**config.mk**
```make
export PLATFORM = sky130hd
export DESIGN_NAME = seg7_stable_filter
export DESIGN_NICKNAME = d
export VERILOG_FILES = /design/src/rtl/seg7_stable_filter.sv
export SDC_FILE = /design/constraint.sdc
export NUM_CORES = 1
export LEC_CHECK = 0
export CORE_ASPECT_RATIO = 0.9
export CORE_UTILIZATION = 60
export CTS_CLUSTER_DIAMETER = 50
export CTS_CLUSTER_SIZE = 14
export DETAILED_ROUTE_END_ITERATION = 7
export DONT_BUFFER_PORTS = 1
export PLACE_DENSITY = 0.87
export SYNTH_ARGS = -nofsm -noshare
export SYNTH_HDL_FRONTEND = slang
export SYNTH_SLANG_ARGS = --single-unit
```
**constraint.sdc**
```tcl
create_clock -name clk -period 1.3 [get_ports clk]
set_input_delay 0.26 -clock clk [delete_from_list [all_inputs] [get_ports clk]]
set_output_delay 0.26 -clock clk [all_outputs]
set_load 0.1 [all_outputs]
```
**src/rtl/seg7_stable_filter.sv**
```systemverilog
// Two-stage synchronizer followed by a stability counter; emits one accept pulse
// per run of STABLE_CYCLES identical synchronized samples.
module seg7_stable_filter #(
  parameter int W             = 7,
  parameter int STABLE_CYCLES = 4
) (
  input  logic         clk,
  input  logic         rst_n,
  input  logic         ena,
  input  logic [W-1:0] din_i,
  output logic [W-1:0] dout_o,
  output logic         accept_o
);
  localparam int CW = $clog2(STABLE_CYCLES + 1);

  logic [W-1:0]  sync1_q, sync2_q, prev_q;
  logic [CW-1:0] cnt_q, cnt_d;
  logic          same;

  assign same = (sync2_q == prev_q);

  always_comb begin
    cnt_d = cnt_q;
    if (!same) begin
      cnt_d = '0;
    end else if (cnt_q != CW'(STABLE_CYCLES)) begin
      cnt_d = cnt_q + CW'(1);
    end
  end

  // Fires on the single transition into STABLE_CYCLES-1; saturation blocks re-firing.
  assign accept_o = ena && same && (cnt_q == CW'(STABLE_CYCLES - 2));
  assign dout_o   = sync2_q;

  always_ff @(posedge clk) begin
    if (!rst_n) begin
      sync1_q <= '0;
      sync2_q <= '0;
      prev_q  <= '0;
      cnt_q   <= '0;
    end else if (ena) begin
      sync1_q <= din_i;
      sync2_q <= sync1_q;
      prev_q  <= sync2_q;
      cnt_q   <= cnt_d;
    end
  end

endmodule

```
==> flow_summary.toml <==
[sta]
relSlewSlack_pct = 73.9
layout_min_cycle_time_ps = 1940
period_share_pct = 150
fmax_mhz = 514
rsz0062_at_grt = "yes"
worst_pin_slew_ps = 389
fin_ws_ps = -644
fin_skew_ps = 7.07
finalSetupViolCount = 4
hold_violations = 0
slew_violations = 0
whs_ps = 64.0

[job]
cap_violations = 0

[place]
io_buffers = 0
gp_congestion = 0.754
dpl.hpwl_mm = 1.35
place_inst = 136
pre_cts_slack_ps = -273

[logic_synthesis]
synth_cells = 107
synth_cell_types = 20
synth_top_area_cell = "dfxtp_1"
syn-num-nets = 120
yosysSeqAreaShare_pct = 43.4
synth_top_area_share_pct = 43.4
synth-seq-cells = 24
avgSynthCellArea_um2 = 10.3
yosysWarningCount = 0
synth_area_leaders = "dfxtp_1 43%, mux2i_1 19%, nor2b_1 12%, xor2_1 5.5%, ha_1 3.4%"
synthesis.area_um2 = 1110

[worst_hold_path]
holdPathEnd = "cnt_q[2]$_SDFFE_PN0P_"
min_from = "rst_n"
hold_path_depth = 2
hold_path_class = "primary input to flip-flop"

[power]
p_int_uw = 1000
swShare_pct = 28.3
powerDensity_nw_per_um2 = 1050
ir_drop_mv = 0.853
clock_power_share_pct = 24.2
p_seq_share_pct = 55.5
power_uw = 1400
leakage_uw = 0.000595
combPwrFrac_pct = 20.4
p_sw_uw = 397

[clock_tree]
clock_sinks = 24
cts_root_buffer = "clkbuf_4"
cts_tree = "done"
cts_made_buffers = 3
cts_buffer_depth = 2
clk_latency_ps = 320
clkTransAtPathRegs_ps = 130
h-tree-depth = 1

[critical_path]
r2r_end = "cnt_q[1]$_SDFFE_PN0P_"
slowest_delay_ps = 380
arrival_ps = 1680
reg2regPathDepth = 7
cp_max_fo = 4
path_cells = "xor2_1 -> nor3_2 -> nand2_2 -> nor2_4 -> buf_12"
cp-start-kind = "flip-flop"
cp_num_buf_inv = 1
end_kind = "output port"
crit_family = "simple AND/OR/NAND/NOR gates"
reg2reg_from = "dout_o[0]$_SDFFE_PN0P_"
cpMaxStageDelayCell = "nor3_2"
crit_type = "flip-flop to output port"
cp.required_ps = 1040
rrSetupSlack_ps = -400

[die]
rows = 14
core_um2 = 1700
start_util_pct = 65.1
fp.dieArea_um2 = 2020
die_y_um = 42.7
die_x_um = 47.3
ios = 18

[global_route]
grt_pass1_wl_mm = 3.27
grtUsageMet2_pct = 37.3
grt_max_degree = 29
met3_usage_pct = 5.53
grt_util_met1_pct = 30.8
grt_pass1_vias = 734
grt.overflow.total = 0
antenna_found_initial = 0
top_usage_layer = "met2"
grt_usage_pct = 23.6

[drt]
via_count = 817
drt-vias-per-instance = 5.60
drt-total-wl_mm = 2.27
ant_nets = 0
dr.pass1.iters = 5
wl_per_cell_um = 15.5
remaining_drc_errors = 0
drtIter0Drc = 19

[status]
violations = "negative setup slack"
run_status = "finished with violations"

[cells_and_area]
finalNonFillerCells = 146
utilization_pct = 78.5
nets = 136
syn_to_final_growth_pct = 20.6
drive_gt1_share_pct = 29.5
antennaDiodeCount = 0
-- cells in the mapped netlist --
library cell	n
ha_1	3
o211ai_1	2
mux2i_1	21
nor2_1	3
inv_1	2
nand3_1	3
a21oi_1	1
xor2_1	7
buf_2	2
dfxtp_1	24
clkbuf_1	3
nor4_4	1
nand2_2	1
nand4_1	2
nor2b_1	21
nand3b_1	4
nor3_2	1
buf_4	1
nand2_1	4
a21o_1	1
-- state kept, by name, indices dropped and copies added (netlist names) --
name,count
sync1_q,7
dout_o,7
cnt_q,3
prev_q,7
-- worst max path at each step --
stage	from	endpoint	slack (ps)	cells after the start
6_report	dout_o[0]$_SDFFE_PN0P_	accept_o	-640	5
5_1_grt	dout_o[0]$_SDFFE_PN0P_	accept_o	-690	5
4_1_cts	prev_q[5]$_SDFFE_PN0P_	accept_o	-570	5
3_5_place_dp	prev_q[3]$_SDFFE_PN0P_	accept_o	-270	5
3_3_place_gp	prev_q[3]$_SDFFE_PN0P_	accept_o	-230	5
2_1_floorplan	dout_o[3]$_SDFFE_PN0P_	accept_o	-590	4
-- logic make-up after synthesis --
| kind of cell | Yosys count | synth area share, % |
|---|---|---|
| adders and majority gates | 3 | 3.39 |
| and+or+nand+nor | 40 | 22.9 |
| xor gates and xnor gates | 7 | 5.54 |
| buffers and inverters | 8 | 3.28 |
| muxes | 21 | 19.0 |
| DFF | 24 | 43.4 |
| AOI/OAI and AO/OA | 4 | 2.49 |
-- power by group through the flow --
stage                     Combinational, uW  Sequential, uW  Clock, uW
after CTS                               249             776        342
after detailed placement                229             792          0
final                                   285             777        339
after global routing                    299             780        374
after floorplan                         144             848          0
after global placement                  221             790          0
-- per-stage QoR --
step                      TNS (ps)  instance area [um2]
final                        -1450                 1330
after detailed placement      -496                 1240
after floorplan               -738                 1140
after CTS                     -997                 1290
after global placement        -339                 1240
after global routing         -1620                 1330
-- layout by cell type (no fill, tap or decap), types with 2 or more instances in the layout --
cell type,Yosys,final
buf_4,1,15
clkbuf_4,0,3
dfxtp_1,24,15
dfxtp_2,0,3
dfxtp_4,0,6
ha_1,3,3
inv_1,2,2
mux2i_1,21,21
nand2_1,4,4
nand3_1,3,2
nand3b_1,4,4
nand4_1,2,2
nor2_1,3,2
nor2b_1,21,21
o211ai_1,2,2
xor2_1,7,5
xor2_2,0,2
-- area by class of cell --
| cell class | count | area, um2 |
|---|---|---|
| tap | 24 | 30.0 |
| multi-input combinational | 75 | 621 |
| fill | 119 | 365 |
| clock buffer | 3 | 22.5 |
| sequential | 24 | 507 |
| inverter | 2 | 7.51 |
| clock inverter | 1 | 3.75 |
| timing repair buffer | 17 | 143 |
-- layer usage --
layer / vias to the layer above / share of wire, %
met3: 7 / 4.8
met5: - / 0
met2: 30 / 49
li1: 388 / -
met4: 0 / 2.2
met1: 392 / 44
-- worst reg2reg max path, delay by kind of cell, from the launching register on --
kind	cells	cell delay, ps
AO/OA/AOI/OAI	1	170
XOR/XNOR	1	170
buffers and inverters	3	410
flip-flops	1	370
AND/OR/NAND/NOR	2	520
-- repair_timing --
action,in CTS,in global routing
endpoints found under the setup margin,3,4
pin swaps,2,5
hold buffers,0,1
setup buffers,2,4
gates resized for setup,2,3
cloned,0,0
hold endpoints to repair,0,1
(Power assumes the default switching activity.)
==> RTL change: new RTL, config.mk and constraints unchanged <==
Change the parameter `STABLE_CYCLES` from 4 to 8.
--- a/src/rtl/seg7_stable_filter.sv
+++ b/src/rtl/seg7_stable_filter.sv
@@ -2,7 +2,7 @@
 // per run of STABLE_CYCLES identical synchronized samples.
 module seg7_stable_filter #(
   parameter int W             = 7,
-  parameter int STABLE_CYCLES = 4
+  parameter int STABLE_CYCLES = 8
 ) (
   input  logic         clk,
   input  logic         rst_n,
Behaviour: not the same (a bounded check fails within 4 cycles, from zero or initial values and one cycle with rst_n low).
==> RTL change against the original RTL <==
- the run still ends with setup timing left
- first-iteration DRC count up 16%
- setup slack better by 0.18 ns
- wire length down 14%
- final cell count down 3.4%
- sequential share of layout area up 1.7 points
- final area up 0.75%
- non-clock buffer count down 4
- synthesized area down 2.5%
- critical path type unchanged
- sequential cell count up 1
- utilization up 1.4 points
- total power down 1.0%
- clock power down 3%
- synthesized cell count down 1.9%
- worst hold slack better by 0.032 ns
==> RTL change: results (changes against the original RTL) <==
[timing]
tightest_slew_ns=0.3008  ; -0.08836 ns
setup_ws_ns=-0.4622  ; +0.1817 ns
skew_ns=0.005370  ; -0.001703 ns
setup_viol=5  ; +1

[global_routing]
track_usage_pct=21.43  ; -2.2 points
grt_pass1_wl_mm=3.036  ; -7.2%
first_global_vias=730  ; -0.54%

[finish]
nets=131  ; -3.7%
drive_gt1_share_pct=35.04  ; +5.5 points

[routing]
wl_per_cell_um=13.87  ; -11%
drt-initial-drc-count=22  ; +3
routed_via_density=5.426  ; -3.0%
wirelength_mm=1.955  ; -14%

[cts]
post_cts_resized=5  ; +3
post_cts_buffers=0  ; -2

[pwr]
comb_cell_power_uw=248  ; -13%
combPwrFrac_pct=17.9  ; -2.5 points
pg_clk_uw=330  ; -3%
vdd_drop_max_v=0.0008423  ; -1.2%
p_leak_nw=0.5891  ; -0.91%

[synth]
yosys.area_share.xor_xnor_pct=5.684  ; +0.14 points
synth_fa_ha_area_share_pct=3.480  ; +0.087 points
ys_types=23  ; +15%
synth_fp_nets=118  ; -1.7%
synth_compound_area_share_pct=5.452  ; +3.0 points
synthTopCellsByArea=dfxtp_1, mux2i_1, nor2_1
syn_area_per_cell_um2=10.27  ; -0.63%
synthTopCellsByCount=dfxtp_1, nor2_1, mux2i_1

[placement]
pre_cts_ws_ns=-0.2441  ; +0.02926 ns
gp_congestion=0.7124  ; -5.5%
place_area_um2=1227  ; -1.1%

[status]
violations=setup timing
status=finished, violations left

[setup_path]
cp_max_fo=2  ; -2
cp.arrival_ns=1.50  ; -0.18 ns

-- RTL change: layer usage --
metal	GRT usage, %	up-vias	part of all wire, %
met5	0	-	0
met4	10.29	0	0.92
met3	3.448	4	3.1
met2	34.17	14	50
met1	27.50	363	46
li1	-	384	-
-- RTL change: worst paths after layout --
kind / start / end / slack, ns / cells after the start
hold reg to reg: sync1_q[4] / dout_o[4] / 0.51 / 2
setup reg to reg: prev_q[3] / cnt_q[0] / -0.26 / 4
setup / recovery: dout_o[5] / accept_o / -0.46 / 5
hold / removal: din_i[5] / sync1_q[5] / 0.1 / 2
-- RTL change: layout make-up --
class	instances	area, um^2
Inverter	3	11.26
Fill cell	108	337.8
Clock inverter	1	5.005
Clock buffer	3	22.52
Multi-Input combinational cell	72	631.9
Sequential cell	25	533.0
Timing Repair Buffer	13	110.1
Tap cell	24	30.03
-- RTL change: critical path: stages, from the launching register on --
cell     delay (ns)
dfxtp_4        0.37
xor2_1         0.18
nor2_1         0.11
nand2_1        0.09
nor3_4         0.24
buf_12         0.20
